==> src/rtl/alu_op_sequencer.sv <==
// Multi-cycle controller that sequences an external combinational 16-bit ALU.
// It accepts one decoded instruction per valid/ready handshake and reads its
// operands from an internal register file. It presents the operands and opcode
// to the ALU. It then writes the result back and keeps a persistent flag
// register, so WAIT and CMP can hold or update flags independently of the
// register write.
//
// Ports:
//   clk, rst_n            clock, synchronous active-low reset
//   instr_valid/ready     instruction handshake
//   instr_opcode/rdest/rsrc/imm  decoded instruction fields
//   alu_a/alu_b/alu_opcode       registered ALU operand and opcode drive
//   alu_result/alu_flags         ALU outputs ({L,C,F,Z,N})
//   flags_q               architectural flag register
//   done/illegal          one-cycle retirement pulses
//   dbg_addr/dbg_data     combinational register-file read port
module alu_op_sequencer #(
    parameter int unsigned DATA_W   = 16,
    parameter int unsigned NUM_REGS = 16,
    parameter int unsigned ADDR_W   = 4
) (
    input  logic              clk,
    input  logic              rst_n,
    input  logic              instr_valid,
    output logic              instr_ready,
    input  logic [7:0]        instr_opcode,
    input  logic [ADDR_W-1:0] instr_rdest,
    input  logic [ADDR_W-1:0] instr_rsrc,
    input  logic [7:0]        instr_imm,
    output logic [DATA_W-1:0] alu_a,
    output logic [DATA_W-1:0] alu_b,
    output logic [7:0]        alu_opcode,
    input  logic [DATA_W-1:0] alu_result,
    input  logic [4:0]        alu_flags,
    output logic [4:0]        flags_q,
    output logic              done,
    output logic              illegal,
    input  logic [ADDR_W-1:0] dbg_addr,
    output logic [DATA_W-1:0] dbg_data
);

    localparam int unsigned OP_W   = 8;
    localparam int unsigned IMM_W  = 8;
    localparam int unsigned FLAG_W = 5;

    typedef enum logic [1:0] {IDLE, READ, EXEC, WB} state_t;

    typedef struct packed {
        logic [OP_W-1:0]   opcode;
        logic [ADDR_W-1:0] rdest;
        logic [ADDR_W-1:0] rsrc;
        logic [IMM_W-1:0]  imm;
    } instr_t;

    state_t              state_q, state_d;
    instr_t              instr_q, instr_d;
    logic [DATA_W-1:0]   regs [NUM_REGS];
    logic [DATA_W-1:0]   result_q, result_d;
    logic [FLAG_W-1:0]   flags_cap_q, flags_cap_d;
    logic [DATA_W-1:0]   alu_a_d, alu_b_d;
    logic [OP_W-1:0]     alu_opcode_d;
    logic                ready_d, done_d, illegal_d;
    logic                reg_we, flags_we;

    // Decode of the captured opcode.
    logic                is_imm, is_legal, is_wait, is_cmp, is_zext;
    logic [DATA_W-1:0]   imm_ext;

    always_comb begin
        is_imm   = (instr_q.opcode[3:0] == 4'h0) && (instr_q.opcode[7:4] != 4'h0);
        // Register forms occupy 0x00-0x0F; immediate forms start at 0x50.
        is_legal = (instr_q.opcode[7:4] == 4'h0) || (is_imm && (instr_q.opcode[7:4] >= 4'h5));
        is_wait  = (instr_q.opcode == 8'h00);
        is_cmp   = (instr_q.opcode == 8'h0B) || (instr_q.opcode == 8'hB0);
        is_zext  = (instr_q.opcode == 8'h60) || (instr_q.opcode == 8'h70) ||
                   (instr_q.opcode == 8'h80) || (instr_q.opcode == 8'hC0) ||
                   (instr_q.opcode == 8'hF0);
        imm_ext  = is_zext ? DATA_W'(instr_q.imm)
                           : {{(DATA_W-IMM_W){instr_q.imm[IMM_W-1]}}, instr_q.imm};
    end

    // Next-state and registered-output values.
    always_comb begin
        state_d      = state_q;
        instr_d      = instr_q;
        result_d     = result_q;
        flags_cap_d  = flags_cap_q;
        alu_a_d      = alu_a;
        alu_b_d      = alu_b;
        alu_opcode_d = alu_opcode;
        done_d       = 1'b0;
        illegal_d    = 1'b0;
        reg_we       = 1'b0;
        flags_we     = 1'b0;

        case (state_q)
            IDLE: begin
                if (instr_valid && instr_ready) begin
                    instr_d = '{opcode: instr_opcode, rdest: instr_rdest,
                                rsrc: instr_rsrc, imm: instr_imm};
                    state_d = READ;
                end
            end
            READ: begin
                alu_a_d      = regs[instr_q.rdest];
                alu_b_d      = is_imm ? imm_ext : regs[instr_q.rsrc];
                alu_opcode_d = instr_q.opcode;
                state_d      = EXEC;
            end
            EXEC: begin
                result_d    = alu_result;
                flags_cap_d = alu_flags;
                done_d      = 1'b1;
                illegal_d   = !is_legal;
                state_d     = WB;
            end
            WB: begin
                reg_we       = is_legal && !is_wait && !is_cmp;
                flags_we     = is_legal && !is_wait;
                alu_opcode_d = '0;
                state_d      = IDLE;
            end
            default: state_d = IDLE;
        endcase

        ready_d = (state_d == IDLE);
    end

    // State, datapath and register-file update.
    always_ff @(posedge clk) begin
        if (!rst_n) begin
            state_q     <= IDLE;
            instr_q     <= '0;
            result_q    <= '0;
            flags_cap_q <= '0;
            alu_a       <= '0;
            alu_b       <= '0;
            alu_opcode  <= '0;
            flags_q     <= '0;
            done        <= 1'b0;
            illegal     <= 1'b0;
            instr_ready <= 1'b1;
            for (int i = 0; i < NUM_REGS; i++) begin
                regs[i] <= '0;
            end
        end else begin
            state_q     <= state_d;
            instr_q     <= instr_d;
            result_q    <= result_d;
            flags_cap_q <= flags_cap_d;
            alu_a       <= alu_a_d;
            alu_b       <= alu_b_d;
            alu_opcode  <= alu_opcode_d;
            done        <= done_d;
            illegal     <= illegal_d;
            instr_ready <= ready_d;
            if (reg_we) begin
                regs[instr_q.rdest] <= result_q;
            end
            if (flags_we) begin
                flags_q <= flags_cap_q;
            end
        end
    end

    // Debug read port, no bypass of a same-cycle write.
    assign dbg_data = regs[dbg_addr];

endmodule
==> config.mk <==
export PLATFORM = sky130hd
export DESIGN_NAME = alu_op_sequencer
export DESIGN_NICKNAME = d
export VERILOG_FILES = /design/src/rtl/alu_op_sequencer.sv
export SDC_FILE = /design/constraint.sdc
export NUM_CORES = 1
export LEC_CHECK = 0
export BUFFER_PORTS_ARGS = -buffer_cell sky130_fd_sc_hd__buf_2
export CAP_MARGIN = 20
export CORE_AREA = 2 2 232 234
export DETAILED_ROUTE_END_ITERATION = 6
export DIE_AREA = 0 0 234 236
export HOLD_SLACK_MARGIN = 0.12
export SLEW_MARGIN = 30
export SYNTH_ARGS = -nofsm -noshare
export SYNTH_HDL_FRONTEND = slang
export SYNTH_SLANG_ARGS = --single-unit
==> constraint.sdc <==
create_clock -name clk -period 4.5 [get_ports clk]
set_input_delay 0.9 -clock clk [delete_from_list [all_inputs] [get_ports clk]]
set_output_delay 0.9 -clock clk [all_outputs]
set_load 0.005 [all_outputs]
======== Yosys cells after proc, flatten, opt, wreduce, memory -nomap -nowiden ========
Memories as Yosys holds them, arrays and structs flattened. A register that Yosys moved wholly into a read port is not among the register bits.
Cells that the tools add are included.
storage, ports and cells
  bits in registers ....................... 79
  memory bits (writable) .................. 256
  input port bits ......................... 52
  logic and storage cells ................. 67
  memories kept ........................... 1
cells by class
  order comparisons ....................... 1
  equal/unequal tests ..................... 10
  mux-type cells .......................... 17
  reduce and logical (&&, ||, !) cells .... 25
memories
  memory  words  bits a word  rd ports  clocked after Yosys merged registers in  wr ports  RTL line  text
  regs    16     16           3         2                                        16        57        logic [DATA_W-1:0] regs [NUM_REGS];
operators by type and width
  cell                number
  $mux 16             3
  $eq 8x8->1 const B  4
  $eq 8x7->1 const B  2
  $pmux 8 s2          1
  $reduce_or 16->1    1
  $mux 4              3
  $eq 8x4->1 const B  1
  $logic_not 4->1     2
  $logic_not 8->1     1
  $mux 1              8
  $pmux 2 s4          1
  $logic_or 1x1->1    6
  $logic_and 1x1->1   5
  $eq 2x2->1 const B  2
  $ge 4x3->1 const B  1
  $logic_not 1->1     4
  $logic_not 2->1     2
  $reduce_and 2->1    2
  $reduce_bool 4->1   1
  $eq 2x1->1 const B  1
  $mux 2              1
  $reduce_bool 2->1   1

======== Depth between registers and ports, before layout ========
Gate-level depths: netlist of run 1.
  word-level depth ........................ 12
  gate-level depth with buffers ........... 7

======== Worst setup path after synthesis of run 1 ========
Ideal clock, no wire load.
  path type ............................... in2out
  start ................................... input dbg_addr[0]
  end ..................................... output dbg_data[10]
  data arrival time ....................... 2,678 ps
  setup slack ............................. 922 ps
  stages .................................. 4
  path buffers ............................ 2
  cell sequence ........................... buf_2 -> buf_1 -> mux4_2 -> mux4_2
on the way
  longest elaborated chain between the ends .. 1
ends and longest elaborated chain
  item             RTL line  text
  start, declared  38        input logic [ADDR_W-1:0] dbg_addr,
  $mem_v2 16x16    --
  end, declared    39        output logic [DATA_W-1:0] dbg_data
No other way between the ends.

======== Worst setup path in the final report of run 1 ========
  start ................................... input dbg_addr[0]
  end ..................................... output dbg_data[15]
The elaborated chain is that of the path after synthesis.

==> impl_metrics.yaml, run 1 <==
placement:
  portBuffers: 115
  dpl_cell_area_um2: 20300
  place_congestion: 0.899
  dp_hpwl_um: 43000
  place_ws_ps: 703
finish:
  multiInputGateArea_um2: 8670
  fill_cells: 4874
  synthToLayoutAreaGrowth_pct: 14.9
  ff_latch_area_um2: 9680
  antennaDiodeCount: 0
  fin_area_um2: 21600
  nNetsFinal: 1508
  drive_above_1_share: 0.345
sta:
  setup_viol: 0
  finalCriticalPeriod_ps: 3790
  max_freq_ghz: 0.264
  rsz0062_at_grt: "false"
  relSlewSlack: 0.303
  timing_worst_slew_pin_value_ps: 1040
  drv_slew: 0
  layout_setup_ws_ps: 705
  fin_tns_setup_ps: 0
  finalHoldViolations: 0
  fin_crit_sh: 0.843
  finClkSkew_ps: 28.5
global_route:
  antenna_found_initial: 6
  grt_max_degree: 71
  overflow: 0
  grt_pass1_vias: 13026
  grt_first_pass_wirelength_um: 92500
  grt_use_total: 0.232
critical_path:
  required_ps: 3600
  r2r_slack_ps: 1120
  worst-path-max-fanout: 23
  critPathCaptureType: "output port"
  crit_slowest_cell: "mux4_2"
  cp_data_arrival_time_ps: 2890
  crit_type: "input pin to output port"
  worstPathCellList: "buf_4 -> buf_12 -> mux4_2 -> mux4_2 -> buf_2"
  cpMostUsedCell: "mux4_2"
  cp-start-kind: "input pin"
  max_stage_delay_ps: 590
floorplanning:
  chipHeight_um: 236
  die_x_um: 234
  boundaryPins: 116
  placementRows: 85
  die_area_um2: 55200
  core_area_um2: 53100
  start_util: 0.354
yosys:
  yosys_warnings: 0
  synth-compound-area-share: 0.0679
  synth_edf_count: 256
  syn-mean-instance-area_um2: 13.7
  synth-xor-area-share: 0
  synth_top_family_by_area: "multiplexers"
  synth_cells: 1369
  synth_top_area_frac: 0.409
  yosysTopAreaCell: "edfxtp_1"
  syn_nets: 1425
  synth_area_leaders: "edfxtp_1 41%, mux4_2 25%, dfxtp_1 11%, nor2_1 3.5%, and2_1 3.4%"
  synth_cell_type_count: 44
  synth_area_um2: 18800
  ys_ff_latch: 355
  synthSimpleGateAreaFrac: 0.113
  async_flop_share: 0
  synth_ff_type: "edfxtp_1"
  synthAdderAreaFrac: 0.00266
  yosysSeqAreaShare: 0.514
  synthMuxAreaShare: 0.272
drt:
  ant_nets: 0
  vias: 13254
  met1_length_um: 24400
  initialDrtViolationCount: 1763
  drc: 0
  top_layer_used: "met5"
  viasPerCell: 6.09
  wl_per_cell_um: 29.2
  dr_wl_met3_um: 7500
  dr.pass1.iters: 5
  dr_wl_met2_um: 29400
  drt_wl_total_um: 63600
clock_network:
  clockRootBuffer: "clkbuf_16"
  cts_setup_buffers: 0
  cts_resized: 0
  h-tree-depth: 2
  cts.clk_slew.worst_paths_ps: 60
  hold_buffers: 0
  cts_buffer_depth: 3
  cts_made_buffers: 38
  cts_sinks: 355
  cts_tree: "built"
  clock_latency_ps: 550
power_and_ir_drop:
  cellPowerDensity_nw_per_um2: 450
  vdd_ir_drop_max_uv: 255
  finalPower_mw: 9.71
  p_leak_nw: 7.26
run_status:
  status: "completed"
worst_hold_path:
  holdCritPathClass: "flop to flop"
run:
  maxCapViolCount: 0
==> stage by stage <==
step                       util  std cells  hold slack, ps
after floorplan               -       1369             439
after global placement    0.382       2104             454
after detailed placement  0.383       2107             464
after CTS                 0.407       2175             473
after global routing      0.407       2176             503
final                     0.407       2176             467
==> metal layers <==
layer	global-route usage	up-vias
met5	0	-
met4	0.0784	8
met3	0.0652	137
met2	0.356	935
met1	0.315	6727
li1	-	5447
==> path summary, 6_finish.rpt <==
check | from | endpoint | cells past startpoint
hold reg to reg | instr_q[7] | instr_q[7] | 2
setup reg to reg | instr_q[16] | regs[10][3] | 6
setup / recovery | dbg_addr[0] | dbg_data[15] | 5
hold / removal | instr_q[7] | instr_q[7] | 2
==> report_power, final <==
| part | leakage (nW) | internal, mW | switching (mW) | total (mW) |
|---|---|---|---|---|
| clock network | 0.599 | 1.84 | 1.34 | 3.18 |
| logic | 3.21 | 1.02 | 1.36 | 2.38 |
| registers | 3.45 | 3.78 | 0.368 | 4.14 |
==> kinds of logic after synthesis <==
group,Yosys count
buffers and inverters,135
muxes,250
DFF,355
AOI/OAI and AO/OA,171
adders and majority gates,4
and+or+nand+nor,454
==> area by class of cell <==
class / instances / area share
Clock inverter: 16 / 0.00782
Tap cell: 696 / 0.0403
Multi-Input combinational cell: 879 / 0.402
Sequential cell: 355 / 0.448
Inverter: 5 / 0.000869
Clock buffer: 52 / 0.0497
Timing Repair Buffer: 173 / 0.0514
==> flip-flops by register name, summed over array words and instances (netlist names), named ones only <==
name         count
flags_q          5
done             1
alu_opcode       8
alu_b           16
regs           256
flags_cap_q      5
illegal          1
result_q        16
instr_q         24
state_q          2
instr_ready      1
alu_a           16
==> Yosys cell counts, types with 5 or more instances <==
cell      number
edfxtp_1     256
mux4_2       208
nor2_1       177
nand2_1      118
and2_1       101
dfxtp_1       99
clkbuf_1      64
a22oi_1       48
a21boi_0      41
buf_2         38
mux2i_1       35
nor2b_1       32
buf_1         27
o21ai_0       25
a31o_2        17
a21oi_1        9
a31oi_1        8
o221a_2        8
a221oi_1       7
mux2_2         7
inv_1          5
==> critical path: cells and delay by family <==
kind     cells  cell delay, ps
buf+inv      3             830
mux          2            1130
==> cells in the final DEF, fill, tap and decap left out, types with 3 or more instances in the layout <==
master	n
nor2_1	175
mux2_2	7
mux4_2	208
clkbuf_8	7
o21ai_0	9
buf_2	113
clkbuf_1	7
ha_1	3
buf_12	6
nor2b_1	30
bufinv_16	3
clkbuf_16	38
dfxtp_2	3
and2_1	100
a22oi_1	48
clkinvlp_2	3
buf_4	51
nor3_4	4
o21ai_2	16
clkinv_2	5
a31oi_1	8
nand2b_1	4
mux2i_1	35
nand2_1	118
o221a_2	8
a31o_2	17
a221oi_1	7
edfxtp_1	256
a21boi_0	41
inv_1	5
dfxtp_1	94
a21oi_1	9
No activity file was read; power rests on OpenSTA's default activity.
==> inputs of run 2 (changes only) <==
Clock period 4.5 ns to 3.4 ns, I/O delays scaled along.
==> run 2 against run 1 <==
Non-clock buffer count is 27 higher; die area is the same; count of clock-buffer cells in the layout rose by 4; sequential share of layout area decreased by 0.38 points; largest power group unchanged; power grew 33%; global-route usage increased by 0.12 points; cell area is 0.86% higher; highest routed layer unchanged; largest cell class unchanged.
==> impl_metrics.yaml, run 2 (same netlist as run 1, synthesis figures left out) <==
clock_network:
  h-tree-depth: 2
  cts_setup_buffers: 0
  cts_resized: 0
  clockRootBuffer: "clkbuf_16"
  cts_sinks: 355
  hold_buffers: 0
  cts.clk_slew.worst_paths_ps: 60
  cts_tree: "built"
  clock_latency_ps: 540
  cts_made_buffers: 40
  cts_buffer_depth: 3
critical_path:
  cp-start-kind: "input pin"
  critPathCaptureType: "output port"
  crit_buf_inv: 3
  worstPathCellList: "buf_4 -> buf_12 -> mux4_2 -> mux4_2 -> buf_2"
  required_ps: 2720
  crit_slowest_cell: "mux4_2"
  path_delay_family: "multiplexers"
  cpMostUsedCell: "mux4_2"
  cp_data_arrival_time_ps: 2380
  crit_type: "input pin to output port"
  worst-path-max-fanout: 26
  max_stage_delay_ps: 590
finish:
  fill_cells: 4756
  mostFrequentLayoutCells: "256 x edfxtp_1, 208 x mux4_2, 176 x nor2_1, 118 x nand2_1, 113 x buf_2"
  final_common_cell: "edfxtp_1"
  drive_above_1_share: 0.352
  synthToLayoutAreaGrowth_pct: 15.9
  multiInputGateArea_um2: 8650
  antennaDiodeCount: 0
  nNetsFinal: 1537
  largest_register_ffs: 256
  ff_latch_area_um2: 9680
  regMostFlops: "regs"
  largestRegisters: "regs x256, instr_q x24"
  postLayoutCoreUtil: 0.410
power_and_ir_drop:
  p_comb_frac: 0.254
  seq_power_share: 0.422
  cellPowerDensity_nw_per_um2: 594
  p_sw_frac: 0.316
  power.switching_mw: 4.09
  internal_power_mw: 8.85
  clkPwrFrac: 0.324
  p_leak_nw: 7.37
  vdd_ir_drop_max_uv: 313
run_status:
  status: "completed"
sta:
  fin_crit_sh: 0.899
  fin_tns_setup_ps: 0
  finalHoldViolations: 0
  rsz0062_at_grt: "false"
  layout_setup_ws_ps: 344
  setup_viol: 0
  finalCriticalPeriod_ps: 3060
  hold_slack_ps: 394
  max_freq_ghz: 0.327
  relSlewSlack: 0.371
  timing_worst_slew_pin_value_ps: 942
  finClkSkew_ps: 22.1
  drv_slew: 0
drt:
  viasPerCell: 6.09
  dr.pass1.iters: 5
  wl_per_cell_um: 29.2
  drc: 0
  vias: 13444
  ant_nets: 0
  drt_wl_total_um: 64400
  initialDrtViolationCount: 1701
floorplanning:
  die_x_um: 234
  boundaryPins: 116
  core_area_um2: 53100
  die_area_um2: 55200
  placementRows: 85
  chipHeight_um: 236
  start_util: 0.354
worst_hold_path:
  holdCritPathClass: "input pin to flop"
placement:
  place_congestion: 0.860
  place_ws_ps: 348
  portBuffers: 115
  dp_hpwl_um: 43000
global_route:
  grt_pass1_vias: 13277
  antenna_found_initial: 1
  grt_max_degree: 55
  grt_first_pass_wirelength_um: 93000
  overflow: 0
  grt_use_total: 0.233
run:
  maxCapViolCount: 0
## run 2: per-stage QoR
step           cells  power [mW]  area, um2
3_3_place_gp    2135        8.72      20500
3_5_place_dp    2135        8.78      20500
2_1_floorplan   1369        7.44      18800
4_1_cts         2207        12.9      21800
6_report        2207        12.9      21800
5_1_grt         2207        13.4      21800
## run 2: per-layer routing
metal,track usage,vias to the layer above,routed length (um)
met1,0.317,6867,24800
met3,0.0615,164,7540
li1,-,5497,-
met5,0,-,7
met4,0.0930,2,2800
met2,0.355,914,29200
## run 2: power by group through the flow
| stage | clock network (mW) | registers (mW) | logic [mW] |
|---|---|---|---|
| 2_1_floorplan | 0 | 5.26 | 2.18 |
| 3_3_place_gp | 0 | 5.52 | 3.20 |
| 3_5_place_dp | 0 | 5.55 | 3.24 |
| 4_1_cts | 4.24 | 5.45 | 3.25 |
| 5_1_grt | 4.40 | 5.52 | 3.48 |
| 6_report | 4.19 | 5.47 | 3.28 |
## run 2: worst paths after layout
path                       from           end  depth (start not counted)  slack [ps]
setup reg to reg    instr_q[22]  regs[13][11]                          6         410
hold / removal    alu_result[2]   result_q[2]                          3         390
hold reg to reg      instr_q[8]          flop                          2         470
setup / recovery    dbg_addr[0]  dbg_data[15]                          5         340
## run 2: final cells by class
type,count,area share
Clock inverter,16,0.00592
Sequential cell,355,0.444
Inverter,5,0.000862
Timing Repair Buffer,200,0.0605
Multi-Input combinational cell,879,0.397
Clock buffer,56,0.0511
Tap cell,696,0.0400
## run 2: tightest hold or removal path: stages
cell	delay, ps
buf_2	70
mux2i_1	50
nor2b_1	90
